<file path="src/rtl/lb_pkg.sv">
// Shared line-buffer definitions for the reader (and future writer-side blocks).
package lb_pkg;
  localparam int unsigned LB_LINE_W  = 28;
  localparam int unsigned LB_ADDR_W  = 7;
  localparam int unsigned LB_PIX_W   = 8;
  localparam int unsigned LB_WIN_PIX = 3;
  localparam int unsigned LB_WIN_W   = LB_PIX_W * LB_WIN_PIX;

  typedef enum logic [1:0] {
    IDLE,
    REQ,
    WAIT_HI,
    HOLD
  } lb_state_e;
endpackage

</file>
<file path="src/rtl/lb_watchdog.sv">
// Load/count/expire counter: cleared by load, advances while count is high,
// saturates at TIMEOUT and reports expired from then on.
module lb_watchdog #(
  parameter int unsigned TIMEOUT = 15
) (
  input  logic clk,
  input  logic rst,
  input  logic load,
  input  logic count,
  output logic expired
);
  localparam int unsigned CNT_W = $clog2(TIMEOUT + 1);

  logic [CNT_W-1:0] cnt;

  assign expired = (cnt == CNT_W'(TIMEOUT));

  // Cycle counter; load wins over count, and counting stops at TIMEOUT.
  always_ff @(posedge clk or posedge rst) begin
    if (rst) begin
      cnt <= '0;
    end else if (load) begin
      cnt <= '0;
    end else if (count && !expired) begin
      cnt <= cnt + 1'b1;
    end
  end
endmodule

</file>
<file path="src/rtl/lb_window_reader.sv">
// Read-side initiator for the line buffer: walks the window start address with
// a fixed stride, fetches each 3-pixel window and presents it on a valid/ready
// stream. A watchdog aborts the line if the buffer never answers.
module lb_window_reader
  import lb_pkg::*;
#(
  parameter int unsigned LINE_W  = LB_LINE_W,
  parameter int unsigned STRIDE  = 1,
  parameter int unsigned TIMEOUT = 15
) (
  input  logic                 clk,
  input  logic                 rst,
  input  logic                 start_en,
  input  logic                 lb_full,
  input  logic                 lb_data_valid,
  input  logic [LB_WIN_W-1:0]  lb_rd_data,
  output logic                 lb_rd_en,
  output logic [LB_ADDR_W-1:0] lb_rd_addr,
  output logic                 out_valid,
  input  logic                 out_ready,
  output logic [LB_WIN_W-1:0]  out_data,
  output logic [LB_ADDR_W-1:0] out_col,
  output logic                 out_last,
  output logic                 line_done,
  output logic                 err_timeout
);
  lb_state_e            state;
  logic [LB_ADDR_W-1:0] col;
  logic [LB_ADDR_W:0]   col_nxt;
  logic                 last_win;
  logic                 wd_load;
  logic                 wd_count;
  logic                 wd_exp;

  // One extra bit so the last-window compare cannot wrap.
  assign col_nxt  = {1'b0, col} + (LB_ADDR_W + 1)'(STRIDE);
  assign last_win = (col_nxt > (LB_ADDR_W + 1)'(LINE_W - 3));
  assign wd_count = (state == REQ) || (state == WAIT_HI);

  // Watchdog clear: held in the non-counting states, and pulsed on the exact
  // edges that leave REQ or WAIT_HI, so each counting state starts from zero.
  always_comb begin
    wd_load = 1'b1;
    unique case (state)
      IDLE:    wd_load = 1'b1;
      REQ:     wd_load = !lb_data_valid;
      WAIT_HI: wd_load = lb_data_valid;
      HOLD:    wd_load = 1'b1;
      default: wd_load = 1'b1;
    endcase
  end

  lb_watchdog #(
    .TIMEOUT(TIMEOUT)
  ) u_watchdog (
    .clk    (clk),
    .rst    (rst),
    .load   (wd_load),
    .count  (wd_count),
    .expired(wd_exp)
  );

  // Scan FSM with registered read request and output window.
  always_ff @(posedge clk or posedge rst) begin
    if (rst) begin
      state       <= IDLE;
      col         <= '0;
      lb_rd_en    <= 1'b0;
      lb_rd_addr  <= '0;
      out_valid   <= 1'b0;
      out_data    <= '0;
      out_col     <= '0;
      out_last    <= 1'b0;
      line_done   <= 1'b0;
      err_timeout <= 1'b0;
    end else begin
      line_done <= 1'b0;
      unique case (state)
        IDLE: begin
          if (start_en && lb_full) begin
            lb_rd_addr <= col;
            lb_rd_en   <= 1'b1;
            state      <= REQ;
          end
        end
        REQ: begin
          if (wd_exp) begin
            err_timeout <= 1'b1;
            lb_rd_en    <= 1'b0;
            col         <= '0;
            state       <= IDLE;
          end else if (!lb_data_valid) begin
            // Buffer has accepted; drop the request before its next idle cycle.
            lb_rd_en <= 1'b0;
            state    <= WAIT_HI;
          end
        end
        WAIT_HI: begin
          if (wd_exp) begin
            err_timeout <= 1'b1;
            lb_rd_en    <= 1'b0;
            col         <= '0;
            state       <= IDLE;
          end else if (lb_data_valid) begin
            out_data  <= lb_rd_data;
            out_col   <= col;
            out_last  <= last_win;
            out_valid <= 1'b1;
            state     <= HOLD;
          end
        end
        HOLD: begin
          if (out_valid && out_ready) begin
            out_valid <= 1'b0;
            if (out_last) begin
              col       <= '0;
              line_done <= 1'b1;
              state     <= IDLE;
            end else begin
              col        <= col_nxt[LB_ADDR_W-1:0];
              lb_rd_addr <= col_nxt[LB_ADDR_W-1:0];
              lb_rd_en   <= 1'b1;
              state      <= REQ;
            end
          end
        end
        default: state <= IDLE;
      endcase
    end
  end
endmodule

</file>
<file path="config.mk">
export PLATFORM = sky130hd
export DESIGN_NAME = lb_window_reader
export DESIGN_NICKNAME = d
export VERILOG_FILES = /design/src/rtl/lb_pkg.sv /design/src/rtl/lb_watchdog.sv /design/src/rtl/lb_window_reader.sv
export SDC_FILE = /design/constraint.sdc
export NUM_CORES = 1
export LEC_CHECK = 0
export CORE_AREA = 5 5 65 96
export CTS_BUF_LIST = sky130_fd_sc_hd__clkbuf_8
export CTS_CLUSTER_DIAMETER = 60
export DETAILED_ROUTE_END_ITERATION = 12
export DIE_AREA = 0 0 70 101
export GPL_ROUTABILITY_DRIVEN = 0
export PLACE_DENSITY_LB_ADDON = 0.15
export SLEW_MARGIN = 20
export SYNTH_ARGS = -nofsm -noshare
export SYNTH_HDL_FRONTEND = slang
export SYNTH_SLANG_ARGS = --single-unit
export TNS_END_PERCENT = 50
</file>
<file path="constraint.sdc">
create_clock -name clk -period 4.28 [get_ports clk]
set_input_delay 1.284 -clock clk [delete_from_list [all_inputs] [get_ports clk]]
set_output_delay 1.284 -clock clk [all_outputs]
set_load 0.05 [all_outputs]
</file>
# Yosys cells after proc, flatten, opt, wreduce, memory -nomap -nowiden
# Index checks and enable logic that the tools add are counted.
# word_totals
inputBits	30
register_bits	56
word_cells	81
# classes
mux	33
order_cmp	1
n_addsub	2
reduce_logical	20
n_bitwise	1
eq_ne	13
# op_table
cell	n
7-bit 2-to-1 mux	6
7-bit one-hot mux with 2 select lines	2
1-bit 2-to-1 mux	13
2-bit 2-to-1 mux	6
4-bit AND reduction	3
2-bit != test (second input constant)	5
7-bit by 1-bit adder with 8-bit output (second input constant)	1
8-bit by 5-bit greater-than comparator with 1-bit output (second input constant)	1
4-bit 2-to-1 mux	2
2-bit one-hot mux with 4 select lines	1
2-bit nonzero test	4
3-bit by 2-bit != test with 1-bit output (second input constant)	2
3-bit AND reduction	2
5-bit AND reduction	1
4-bit by 1-bit adder with 4-bit output (second input constant)	1
2-bit == test (second input constant)	2
4-bit == test (second input constant)	1
2-bit by 1-bit != test with 1-bit output (second input constant)	2
1-bit one-hot mux with 4 select lines	1
2-bit OR reduction	2
1-bit logical AND	3
1-bit one-hot mux with 3 select lines	1
2-bit by 1-bit == test with 1-bit output (second input constant)	1
1-bit zero test	2
other kinds (5)	5

# Depth between registers and ports, before layout
# Gate-level depths: netlist of the first run.
# logic_depth
depth_word	5
mapped_depth	7
mapped_depth_nobuf	6

# By module
# A second synthesis of the first run with hierarchy kept.
# unflattened
cells_unflattened	295
hier_area_um2	2665.1
# by_module_without_submodules
mod	seq_area_each_um2	cells_per_inst	n_inst	area_per_inst_um2
lb_window_reader	1301.2	274	1	2432.3
lb_watchdog	100.1	21	1	232.7

# Least setup slack after synthesis of the first run
# Ideal clock, no wire load.
# synth_path
path_type	input -> register
start	input out_ready
end	register lb_rd_en
stages	4
path_slack_ns	1.987
setup_ns	0.125
required_time_ns	4.155
t_arrival_ns	2.168
n_path_buf	0
cell_sequence	a21boi_0 > a21oi_1 > o211ai_1 > mux2_2
# synth_between
elab_chain_len	3
# synth_lines
item	line	text
from (decl)	lb_window_reader.sv:20	input logic out_ready,
1-bit logical AND	lb_window_reader.sv:113	if (out_valid && out_ready) begin
2-bit != test (no source line)	-	
5-bit AND reduction (no source line)	-	
to (signal assigned)	lb_window_reader.sv:94	lb_rd_en <= 1'b0;
to (signal assigned)	lb_window_reader.sv:101	lb_rd_en <= 1'b0;
to (signal assigned)	lb_window_reader.sv:122	lb_rd_en <= 1'b1;
to (decl)	lb_window_reader.sv:17	output logic lb_rd_en,
# No other way between the ends.
# A chain may end at the register's enable or synchronous reset.

# Final worst setup path of the first run
# layout_path
start	register out_valid
end	output out_valid
# layout_lines
item	line	text
from (decl)	lb_window_reader.sv:19	output logic out_valid,
from (signal assigned)	lb_window_reader.sv:70	out_valid <= 1'b0;
from (signal assigned)	lb_window_reader.sv:108	out_valid <= 1'b1;
from (signal assigned)	lb_window_reader.sv:114	out_valid <= 1'b0;
# No word-level cell between the ends.

==> impl.org, run 1 <==
** Finish
- Measured on the finished design, the core utilization comes to between 60 and 70%.
- Diodes inserted :: 0
- In the final layout, the share of cells above drive strength 1 is between 10% and 20%.
- Relative area change from synthesis to final layout :: 30.7%
- After the last flow step, the layout net total stands at 332.

** Pwr
- Dividing total power by cell area gives a power density of 745 nW/um^2.
- Leak :: 0.00156 uW
- The internal portion of the total power is 1430 uW.
- Combinational cell fraction of total power :: 57.8%
- Registers are responsible for 31.1% of the overall power.
- Worst IR drop on VDD :: 399 uV
- Power after layout :: 2670 uW
- Switch share :: 46.5%
- Clock Power Share :: 11.2%
- Power dissipated by switching net loads :: 1240 uW

** STA
- The routed design could run at a clock period as short as between 2000 and 3000 ps.
- Worst-margin pin slew :: 867 ps
- Share of the clock period used by the worst path :: ~67%
- Accumulated negative setup slack :: 0 ps
- Slew Limit Headroom :: between 40 and 50%
- The number of failing hold endpoints at the final stage is 0.
- Across the routed clock network, the largest skew measured is 8.83 ps.
- Once routing completed, OpenROAD measured the worst setup slack at 1430 ps.
- Setup repair after global routing left no endpoint under its margin.
- Worst Hold Margin :: roughly 480 ps
- F_max :: 350 MHz
- Setup violations remaining at the end of the flow were counted as 0.
- Final Max Slew Viols :: 0

** Floorplan
- The initialized floorplan defines 33 standard-cell rows.
- In this run the standard cell core region covers 5370 um^2.
- Die Wd :: 70 um
- Floorplan die area :: ~7100 um^2
- During I/O placement, the number of pins put on the boundary was 73.
- For this configuration, the core starts out at a cell density of 51.0%.
- Die Y-Extent :: 101 um

** Run status
- The flow ran to the end, and the final reports show no timing, DRC or antenna violations.

** Synthesis
- Seq cells post-synth :: between 50 and 60
- The most common cell in the synthesized netlist is sky130_fd_sc_hd__dfrtp_1.
- Netlist Area Pre-Place :: 2740 um^2
- Yosys printed 0 warnings.
- Synth top cells by count :: 56 x sky130_fd_sc_hd__dfrtp_1, 26 x sky130_fd_sc_hd__mux2_4, 16 x sky130_fd_sc_hd__nor2_1
- Share of synthesized area occupied by flip-flops and latches :: 51.2%
- Yosys mapped the design onto 37 distinct sky130hd cell types.
- FFs w/ async S/R, synth :: between 90% and 100%
- Post-synth EDFFs :: 0
- Dominant cell type by area after synthesis :: sky130_fd_sc_hd__dfrtp_1
- For this run, the leading register cell type out of synthesis is sky130_fd_sc_hd__dfrtp_1.
- Syn Area/Cell :: 12.2 um^2
- Total nets after synthesis :: 264
- Synth Instances :: between 200 and 250
- The synthesized design devotes to its leading area cell type about half of total area.
- Largest cells by area after synthesis :: sky130_fd_sc_hd__dfrtp_1 51%, sky130_fd_sc_hd__mux2_4 14%, sky130_fd_sc_hd__ha_1 4.1%

** Setup path
- Number of buffer and inverter instances along the worst setup path :: 1
- Critical path startpoint category :: register
- Kind of cell with the highest combined delay on the critical path :: buffers and inverters
- Worst EP required :: 3000 ps
- For the worst setup path, the data arrival time is ~1600 ps.
- Highest fanout seen on the critical path :: 5
- The slowest stage of the critical path belongs to the cell sky130_fd_sc_hd__clkdlybuf4s50_1.
- Cell-by-cell trace of the critical path :: clkdlybuf4s50_1
- Classification of the worst setup path :: reg2out
- R2r setup slk :: 2100 ps
- Maximum cell stage delay along the critical path :: 830 ps
- Type of element capturing the critical path :: primary output

** Clocking
- The clock net in this run drives a total of 56 sinks.
- Number of clock buffers inserted by TritonCTS :: 5
- Clock tree from TritonCTS :: done
- Depth of the CTS H-tree :: 2
- Clock latency on the worst-skew pair :: 310 ps
- Number of gates resized after CTS :: 0
- Post-CTS Hold Fix Bufs :: 0
- Root buffer selected by CTS :: sky130_fd_sc_hd__clkbuf_8
- CTS clock-pin slew for the worst setup and hold paths :: 100 ps
- Post-CTS timing repair inserted 0 buffers for setup.
- Longest Clk Path Bufs :: 2

** GRT
- Number of global-route vias before repair :: between 1500 and 2000
- For this run the aggregate overflow at the end of global routing stands at 0.
- The first global-routing pass estimated 9380 um of wire.
- Initial antenna violation count :: 0
- Overall routing resource usage :: 16.5%
- Maximum number of pins on one net before global-route repair :: 41

** Routing
- Across all layers, the routed design uses around 1900 vias.
- In the routed layout, each cell is associated on average with a via count of 5.23.
- Aggregate routed wire length :: between 5000 and 6000 um
- Dividing the detail-routed wire length by the instance count gives 15.3 um.
- Post-route DRC :: 0
- For this block, the initial DRC count from the detailed router was between 60 and 70.
- Before antenna repair, the detailed router went through 4 iterations.
- Number of nets with antenna violations after routing :: 0

** Placement
- In this run the tool buffered the top-level ports with 72 buffer cells.
- Before CTS, the worst setup slack after placement is 1170 ps.
- Detailed placement ended at an HPWL of 4030 um.

** Flow run
- Across the run, the number of max-cap violations was 0.

** Worst hold path
- Min-Delay Path Class :: reg2reg
flip-flops by register name, indices dropped and copies added, names as in the netlist:
register	flops
col	7
err_timeout	1
lb_rd_addr	7
lb_rd_en	1
line_done	1
out_col	7
out_data	24
out_last	1
out_valid	1
state	2
u_watchdog.cnt	4
final timing paths:
kind,endpoint,start,cells after the start
max,out_valid,out_valid,1
min,err_timeout,err_timeout,1
max reg2reg,lb_rd_addr[2],state[0],4
min reg2reg,err_timeout,err_timeout,1
max in group asynchronous,col[3],rst,3
min in group asynchronous,out_data[16],rst,2
layout make-up:
type                       count  area (um^2)
fill                         423         1790
sequential                    56         1400
multi-input combinational    147         1220
timing repair buffer          74          748
tap                           70         87.6
clock buffer                   5         68.8
inverter                       9         33.8
clock inverter                 3         22.5
power by group through the flow:
stage | clock network [uW] | registers, uW | logic, uW
final | 298 | 829 | 1540
after global routing | 327 | 852 | 1630
after CTS | 305 | 832 | 1560
after detailed placement | 0 | 841 | 1550
after global placement | 0 | 838 | 1540
after floorplan | 0 | 1400 | 520
metal layers:
layer / wire (um) / global-route usage, %
met1: 2380 / 20.1
met2: 2820 / 28.8
met3: 227 / 3.79
met4: 120 / 5.60
met5: 0 / 0
metrics by stage:
step	area, um^2	instances
after floorplan	2740	225
after global placement	3490	356
after detailed placement	3490	356
after CTS	3580	364
after global routing	3580	364
final	3580	364
logic make-up (layout without fill, tap and decap cells):
| family | after synthesis | in the layout | synth area share (%) |
|---|---|---|---|
| AOI/OAI and AO/OA | 43 | 43 | 10.6 |
| DFF | 56 | 56 | 51.2 |
| and+or+nand+nor | 52 | 52 | 9.27 |
| adders and majority gates | 9 | 9 | 4.11 |
| xor gates and xnor gates | 9 | 9 | 2.88 |
| muxes | 34 | 34 | 17.5 |
| buffers and inverters | 22 | 91 | 4.43 |
cell usage in the layout (no fill, tap or decap), types with 2 or more instances in the layout:
cell type,instances
sky130_fd_sc_hd__nand4_1,3
sky130_fd_sc_hd__xor2_1,6
sky130_fd_sc_hd__nor3_1,2
sky130_fd_sc_hd__ha_1,9
sky130_fd_sc_hd__and3_1,3
sky130_fd_sc_hd__inv_1,8
sky130_fd_sc_hd__clkdlybuf4s50_1,72
sky130_fd_sc_hd__mux2_4,26
sky130_fd_sc_hd__dfrtp_1,56
sky130_fd_sc_hd__clkbuf_8,5
sky130_fd_sc_hd__a41oi_1,2
sky130_fd_sc_hd__nand2b_1,5
sky130_fd_sc_hd__nand2_1,14
sky130_fd_sc_hd__a211oi_2,2
sky130_fd_sc_hd__mux2_2,7
sky130_fd_sc_hd__nand3_1,5
sky130_fd_sc_hd__o21ai_0,5
sky130_fd_sc_hd__a21oi_1,14
sky130_fd_sc_hd__nor2_1,16
sky130_fd_sc_hd__xnor2_1,3
sky130_fd_sc_hd__a31oi_1,8
sky130_fd_sc_hd__o211ai_1,3
sky130_fd_sc_hd__a21o_1,2
(Power assumes the default switching activity.)
==> run 2, diff against run 1 <==
- CORE_AREA: 5 5 65 96 -> 5 5 70 104
- DIE_AREA: 0 0 70 101 -> 0 0 75 109
- clock period: 4.28 -> 2.6 ns (I/O delays scaled with it)
==> impl.org, run 2 (synthesized netlist as in run 1, its figures left out) <==
** Floorplan
- Placeable core region :: 6350 um^2 (+18%)
- Count of boundary I/O pins :: 73 (unchanged)
- The initial standard-cell utilization of the core was 43.1% (-7.9 points).
- The placement row count came to 36 (+9.1%).
- Floorplan die area :: 8180 um^2 (+16%)
- The floorplan die height was 109 um (+7.9%).
- Die Wd :: 75 um (+7.1%)

** Setup path
- Type of element capturing the critical path :: primary output
- For this design, the slowest cell found on the critical path is sky130_fd_sc_hd__clkdlybuf4s50_1.
- Arrival time worst endpoint :: 1550 ps (-20 ps)
- Worst EP required :: 1820 ps (-1180 ps)
- The worst setup path is launched from a register.
- Highest fanout seen on the critical path :: 4 (-1)
- The setup path with the least slack is of type reg2out.
- The count of buffer and inverter cells on the critical path is 1 (unchanged).
- The critical path goes through clkdlybuf4s50_1.
- The highest cell delay on the worst timing path came to 830 ps (about the same).
- Among cell families on the critical path, the largest total delay comes from buffers and inverters.

** GRT
- The largest net degree at the start of global routing came to 57 (+39%).
- Initial antenna violation count :: 0 (unchanged)
- Leftover overflow at the end of global routing :: 0 (unchanged)
- The number of global-route vias before repair is 1967 (+0.51%).
- Global-route wire length before repair :: 9610 um (+2.5%)
- The global routing usage summed across all routing layers came to 15.6% (-0.90 points).

** Finish
- Relative area change from synthesis to final layout :: 33.6%
- The non-filler instance count after layout is 372 (+2.2%).
- Counting flops per register, the top entry is out_data.
- Flip-flop count of the largest register, all copies and words added :: 24 (unchanged)
- The number of antenna cells inserted is 0 (unchanged).
- Most frequent cells in the layout :: 72 x sky130_fd_sc_hd__clkdlybuf4s50_1, 56 x sky130_fd_sc_hd__dfrtp_1, 26 x sky130_fd_sc_hd__mux2_4, 16 x sky130_fd_sc_hd__nor2_1
- Leading cell type in the layout, fill and taps excluded :: sky130_fd_sc_hd__clkdlybuf4s50_1
- Final net count :: 335 (+0.90%)
- The proportion of layout cells with a drive suffix above 1 is 17.2% (+0.56 points).

** Clocking
- The H-tree depth reported by CTS was 2 (unchanged).
- The deepest clock path buffer count is 2 (unchanged).
- The number of clock sinks seen by CTS came to 56 (unchanged).
- The count of instances resized after the clock tree is built was 0 (unchanged).
- The count of hold buffers inserted by post-cts repair was 0 (unchanged).
- CTS clock-pin slew for the worst setup and hold paths :: 100 ps (about the same)
- Clock tree from TritonCTS :: done
- The root buffer cell chosen for the clock tree is sky130_fd_sc_hd__clkbuf_8.
- The post-CTS setup buffer count came to 0 (unchanged).
- The total clock buffers created by CTS was 5 (unchanged).
- The clock latency on the worst-skew pair came to 300 ps (about the same).

** Routing
- The iteration-0 DRC count of the detailed router is 122 (+100%).
- The post-detailed-route wirelength per cell was 15.8 um (+3.3%).
- The DRC violations left is 0 (unchanged).
- The residual antenna-violating net count after detailed routing is 0 (unchanged).
- The detailed-router iteration count before antenna repair was 4 (unchanged).
- Via-per-instance ratio :: 5.23 (about the same)
- Total via count after detailed routing :: 1946 (+2.2%)
- The sum of routed wire length over all layers came to 5860 um (+5.5%).

** STA
- The setup violation total in the final timing report came to 0 (unchanged).
- The sum of negative setup slack was 0 ps (unchanged).
- Final Max Slew Viols :: 0 (unchanged)
- Worst-margin pin slew :: 853 ps (-14.4 ps)
- Setup repair after global routing left no endpoint under its margin.
- F_max :: 429 MHz
- Clock Skews :: 5.55 ps (-3.28 ps)
- Share of the clock period used by the worst path :: 89.6%
- The headroom to the max-slew limit came to 43.2% (+0.96 points).
- The routed design could run at a clock period as short as 2330 ps.
- Final Hold Violating Endpoints :: 0 (unchanged)

** Placement
- Total of buffers placed on input and output ports :: 72 (unchanged)
- Sum of net half-perimeters after detailed placement :: 4200 um (+4.1%)
- The placed instance count is 365 (+2.5%).

** Pwr
- Leak :: 0.00159 uW (+2.3%)
- The maximum ir drop on the vdd rail came to 580 uV (+45%).
- Power density relative to cell area :: 1260 nW/um^2 (+69%)

** Worst hold path
- Min-Delay Path Class :: reg2reg

** Flow run
- The max-cap violation count is 0 (unchanged).

** Run status
- The flow ran to the end, and the final reports show no timing, DRC or antenna violations.
run 2: changes by cell type in the layout (fill, tap and decap cells not counted), sizes merged:
cell / previous run / this run
clkinv: 2 / 0
buf: 2 / 5
inv: 10 / 9
bufinv: 0 / 2
run 2: worst paths after layout:
check                                      to  slack, ps         from  cells after the start
worst max register to register  lb_rd_addr[0]        440     state[0]                      5
worst min register to register    err_timeout        480  err_timeout                      1
max in group asynchronous              col[0]       1510          rst                      3
worst max-delay path                 out_last        270     out_last                      1
min in group asynchronous         out_data[4]        840          rst                      3
worst min-delay path              err_timeout        480  err_timeout                      1
run 2: cell type report:
class                      count  area, um^2
clock buffer                   5        68.8
inverter                       9        33.8
tap                           76        95.1
timing repair buffer          77         783
clock inverter                 2        60.1
fill                         561        2690
sequential                    56        1400
multi-input combinational    147        1220
run 2: power breakdown:
group          internal [uW]  switching, uW
Combinational           1000           1580
Clock                    379            278
Sequential              1180            185
Total                   2560           2040
run 2: per-stage QoR:
stage	instance area, um^2	setup slack, ps	hold WS (ps)	utilization, %	total power (uW)
global route	3660	195	513	57.6	4840
CTS	3660	257	481	57.6	4650
global placement	3530	169	446	55.6	3950
finish	3660	270	475	57.6	4600
detailed placement	3530	113	453	55.6	3980
floorplan	2740	449	513	-	3170
run 2: layer usage:
metal / vias to the layer above / share of wire, % / track usage (%)
met3: 10 / 4.7 / 3.78
li1: 926 / - / -
met2: 54 / 52 / 26.6
met4: 0 / 2.8 / 7.00
met1: 956 / 40 / 18.2
met5: - / 0 / 0
==> run 3, diff against run 2 <==
- CORE_AREA: 5 5 70 104 -> 2 2 62 93
- DIE_AREA: 0 0 75 109 -> 0 0 64 95
- SETUP_SLACK_MARGIN: not set -> 0.1
- clock period: 2.6 -> 2.7 ns (I/O delays scaled with it)
==> impl.org, run 3 (synthesized netlist as in run 1, its figures left out) <==
** GRT
- The wire length of the first global-routing pass was 9050 um (-5.8%).
- The leftover overflow at the end of global routing was 0 (unchanged).
- Number of global-route vias before repair :: 1928 (-2.0%)
- Overall routing resource usage :: 19.4% (+3.7 points)
- The number of antenna violations at the first check in global routing was 0 (unchanged).
- The largest net degree at the start of global routing is 34 (-40%).

** STA
- For this run, the top clock speed supported by timing is between 400 and 500 MHz.
- Share of the clock period used by the worst path :: 87.2%
- The setup skew after layout is 6.47 ps (+0.922 ps).
- RSZ-0062 raised after global routing :: false
- The number of failing hold endpoints at the final stage was 0 (unchanged).
- The transition at the pin with the smallest max-transition slack is 867 ps (+14.3 ps).
- The sum of negative setup slack came to 0 ps (unchanged).
- Setup-failing EPs final :: 0 (unchanged)
- The count of pins over their slew limit came to 0 (unchanged).
- The headroom to the max-slew limit came to 42.2% (-0.95 points).
- Min Tclk post-route :: 2360 ps

** Setup path
- Cell-by-cell trace of the critical path :: clkdlybuf4s50_1
- Type of element capturing the critical path :: primary output
- The worst setup path is launched from a register.
- Broken down by cell family, the worst path's largest delay share belongs to buffers and inverters.
- The required time reported for the critical path endpoint came to 1890 ps (+70 ps).
- Classification of the worst setup path :: reg2out
- Number of buffer and inverter instances along the worst setup path :: 1 (unchanged)
- Slowest library cell on the worst path :: sky130_fd_sc_hd__clkdlybuf4s50_1
- Maximum cell stage delay along the critical path :: 820 ps (about the same)
- Arrival time worst endpoint :: 1550 ps (about the same)
- Highest fanout seen on the critical path :: 5 (+1)

** Clocking
- Clock latency on the worst-skew pair :: 310 ps (about the same)
- The post-CTS setup buffer count came to 0 (unchanged).
- The number of clock sinks seen by CTS is 56 (unchanged).
- The count of hold buffers inserted by post-cts repair came to 0 (unchanged).
- The count of instances resized after the clock tree is built was 0 (unchanged).
- The deepest clock path buffer count came to 2 (unchanged).
- Number of clock buffers inserted by TritonCTS :: 5 (unchanged)
- CTS clock-pin slew for the worst setup and hold paths :: 100 ps (about the same)
- The H-tree depth reported by CTS came to 2 (unchanged).
- The root buffer cell chosen for the clock tree is sky130_fd_sc_hd__clkbuf_8.
- Clock tree from TritonCTS :: done

** Routing
- DRC marker count from the first detailed-route iteration :: 76 (-38%)
- The detailed-router iteration count before antenna repair is 4 (unchanged).
- Number of nets with antenna violations after routing :: 0 (unchanged)
- Via-per-instance ratio :: 5.36 (+2.5%)
- The via count is 1967 (+1.1%).
- Aggregate routed wire length :: 5520 um (-5.8%)
- The post-detailed-route wirelength per cell is 15.0 um (-4.6%).
- Post-route DRC :: 0 (unchanged)

** Finish
- The proportion of layout cells with a drive suffix above 1 was 17.5% (+0.28 points).
- The combined area of the multi-input logic cells is 1220 um^2 (unchanged).
- Diodes inserted :: 0 (unchanged)
- The number of filler instances in the final layout is 400 (-29%).
- The flip-flop count of the largest register after layout was 24 (unchanged).
- Relative to the synthesized area, the layout overhead comes to 33.3%.
- Final std cell area, no fill :: 3650 um^2 (-0.27%)
- More flip-flops sit in one register than any other, and that register is out_data.
- Final net count :: 335 (unchanged)
- Leading cell type in the layout, fill and taps excluded :: sky130_fd_sc_hd__clkdlybuf4s50_1
- In the layout the commonest cells are 72 x sky130_fd_sc_hd__clkdlybuf4s50_1, 56 x sky130_fd_sc_hd__dfrtp_1, 26 x sky130_fd_sc_hd__mux2_4, 16 x sky130_fd_sc_hd__nor2_1.
- Area used by sequential logic in the layout :: 1400 um^2 (unchanged)

** Floorplan
- The initial standard-cell utilization of the core is 51.4% (+8.3 points).
- Die Wd :: 64 um (-15%)
- The full die area is 6080 um^2 (-26%).
- Total number of placement rows :: 33 (-8.3%)
- Count of boundary I/O pins :: 73 (unchanged)
- Placeable core region :: 5330 um^2 (-16%)
- The floorplan die height is 95 um (-13%).

** Pwr
- Worst IR drop on VDD :: 802 uV (+38%)
- The static leakage power is 0.00160 uW (about the same).
- The overall power was 4380 uW (-4.9%).
- Power density relative to cell area :: 1200 nW/um^2 (-4.6%)

** Flow run
- The max-cap violation count came to 0 (unchanged).

** Placement
- The placed wire-length estimate after detailed placement was 4000 um (-4.7%).
- The port buffer count came to 72 (unchanged).
- The cell area after placement was 3520 um^2 (-0.21%).

** Worst hold path
- Min-Delay Path Class :: reg2reg

** Run status
- The run finished with clean final reports.
[run 3: cell types whose count changed in the layout (fill, tap and decap cells not counted)]
cell | before | now
sky130_fd_sc_hd__clkbuf_8 | 5 | 7
sky130_fd_sc_hd__bufinv_16 | 2 | 1
[run 3: power breakdown]
part / switching, uW / internal, uW
combinational: 1510 / 963
clock: 264 / 327
sequential: 177 / 1130
total: 1950 / 2430
[run 3: layer usage]
metal  part of all wire, %  track usage (%)  vias up
met1                    41             22.9      982
met5                     0                0        -
met3                   3.7             3.81        5
met2                    54             34.8       45
met4                   1.2             6.34        0
li1                      -                -      935
[run 3: final timing paths]
kind	startpoint	end	slack (ps)	depth (start not counted)
max reg2reg	state[0]	lb_rd_addr[2]	470	5
max	out_valid	out_valid	340	1
min reg2reg	err_timeout	err_timeout	470	1
min	err_timeout	err_timeout	470	1
max in group asynchronous	rst	lb_rd_addr[6]	1290	3
min in group asynchronous	rst	out_data[15]	850	2
[run 3: worst reg2reg max path: cells and delay by family (launching register included)]
| family | cells | cell delay (ps) |
|---|---|---|
| adder cells (fa/ha/maj) | 1 | 500 |
| flip-flops | 1 | 410 |
| AO/OA/AOI/OAI | 2 | 930 |
| AND/OR/NAND/NOR | 2 | 310 |
[run 3: cell type report]
class / instances / share of cell area, %
Inverter: 9 / 0.926
Clock inverter: 1 / 0.823
Sequential cell: 56 / 38.4
Clock buffer: 7 / 2.64
Tap cell: 70 / 2.40
Multi-Input combinational cell: 147 / 33.4
Timing Repair Buffer: 77 / 21.5
[run 3: per-stage QoR]
step,utilization (%),setup WS [ps],hold slack [ps],std cells
3_3_place_gp,66.1,232,451,359
5_1_grt,68.5,248,493,367
4_1_cts,68.5,336,470,367
6_report,68.5,344,466,367
3_5_place_dp,66.1,171,448,359
2_1_floorplan,-,519,513,225
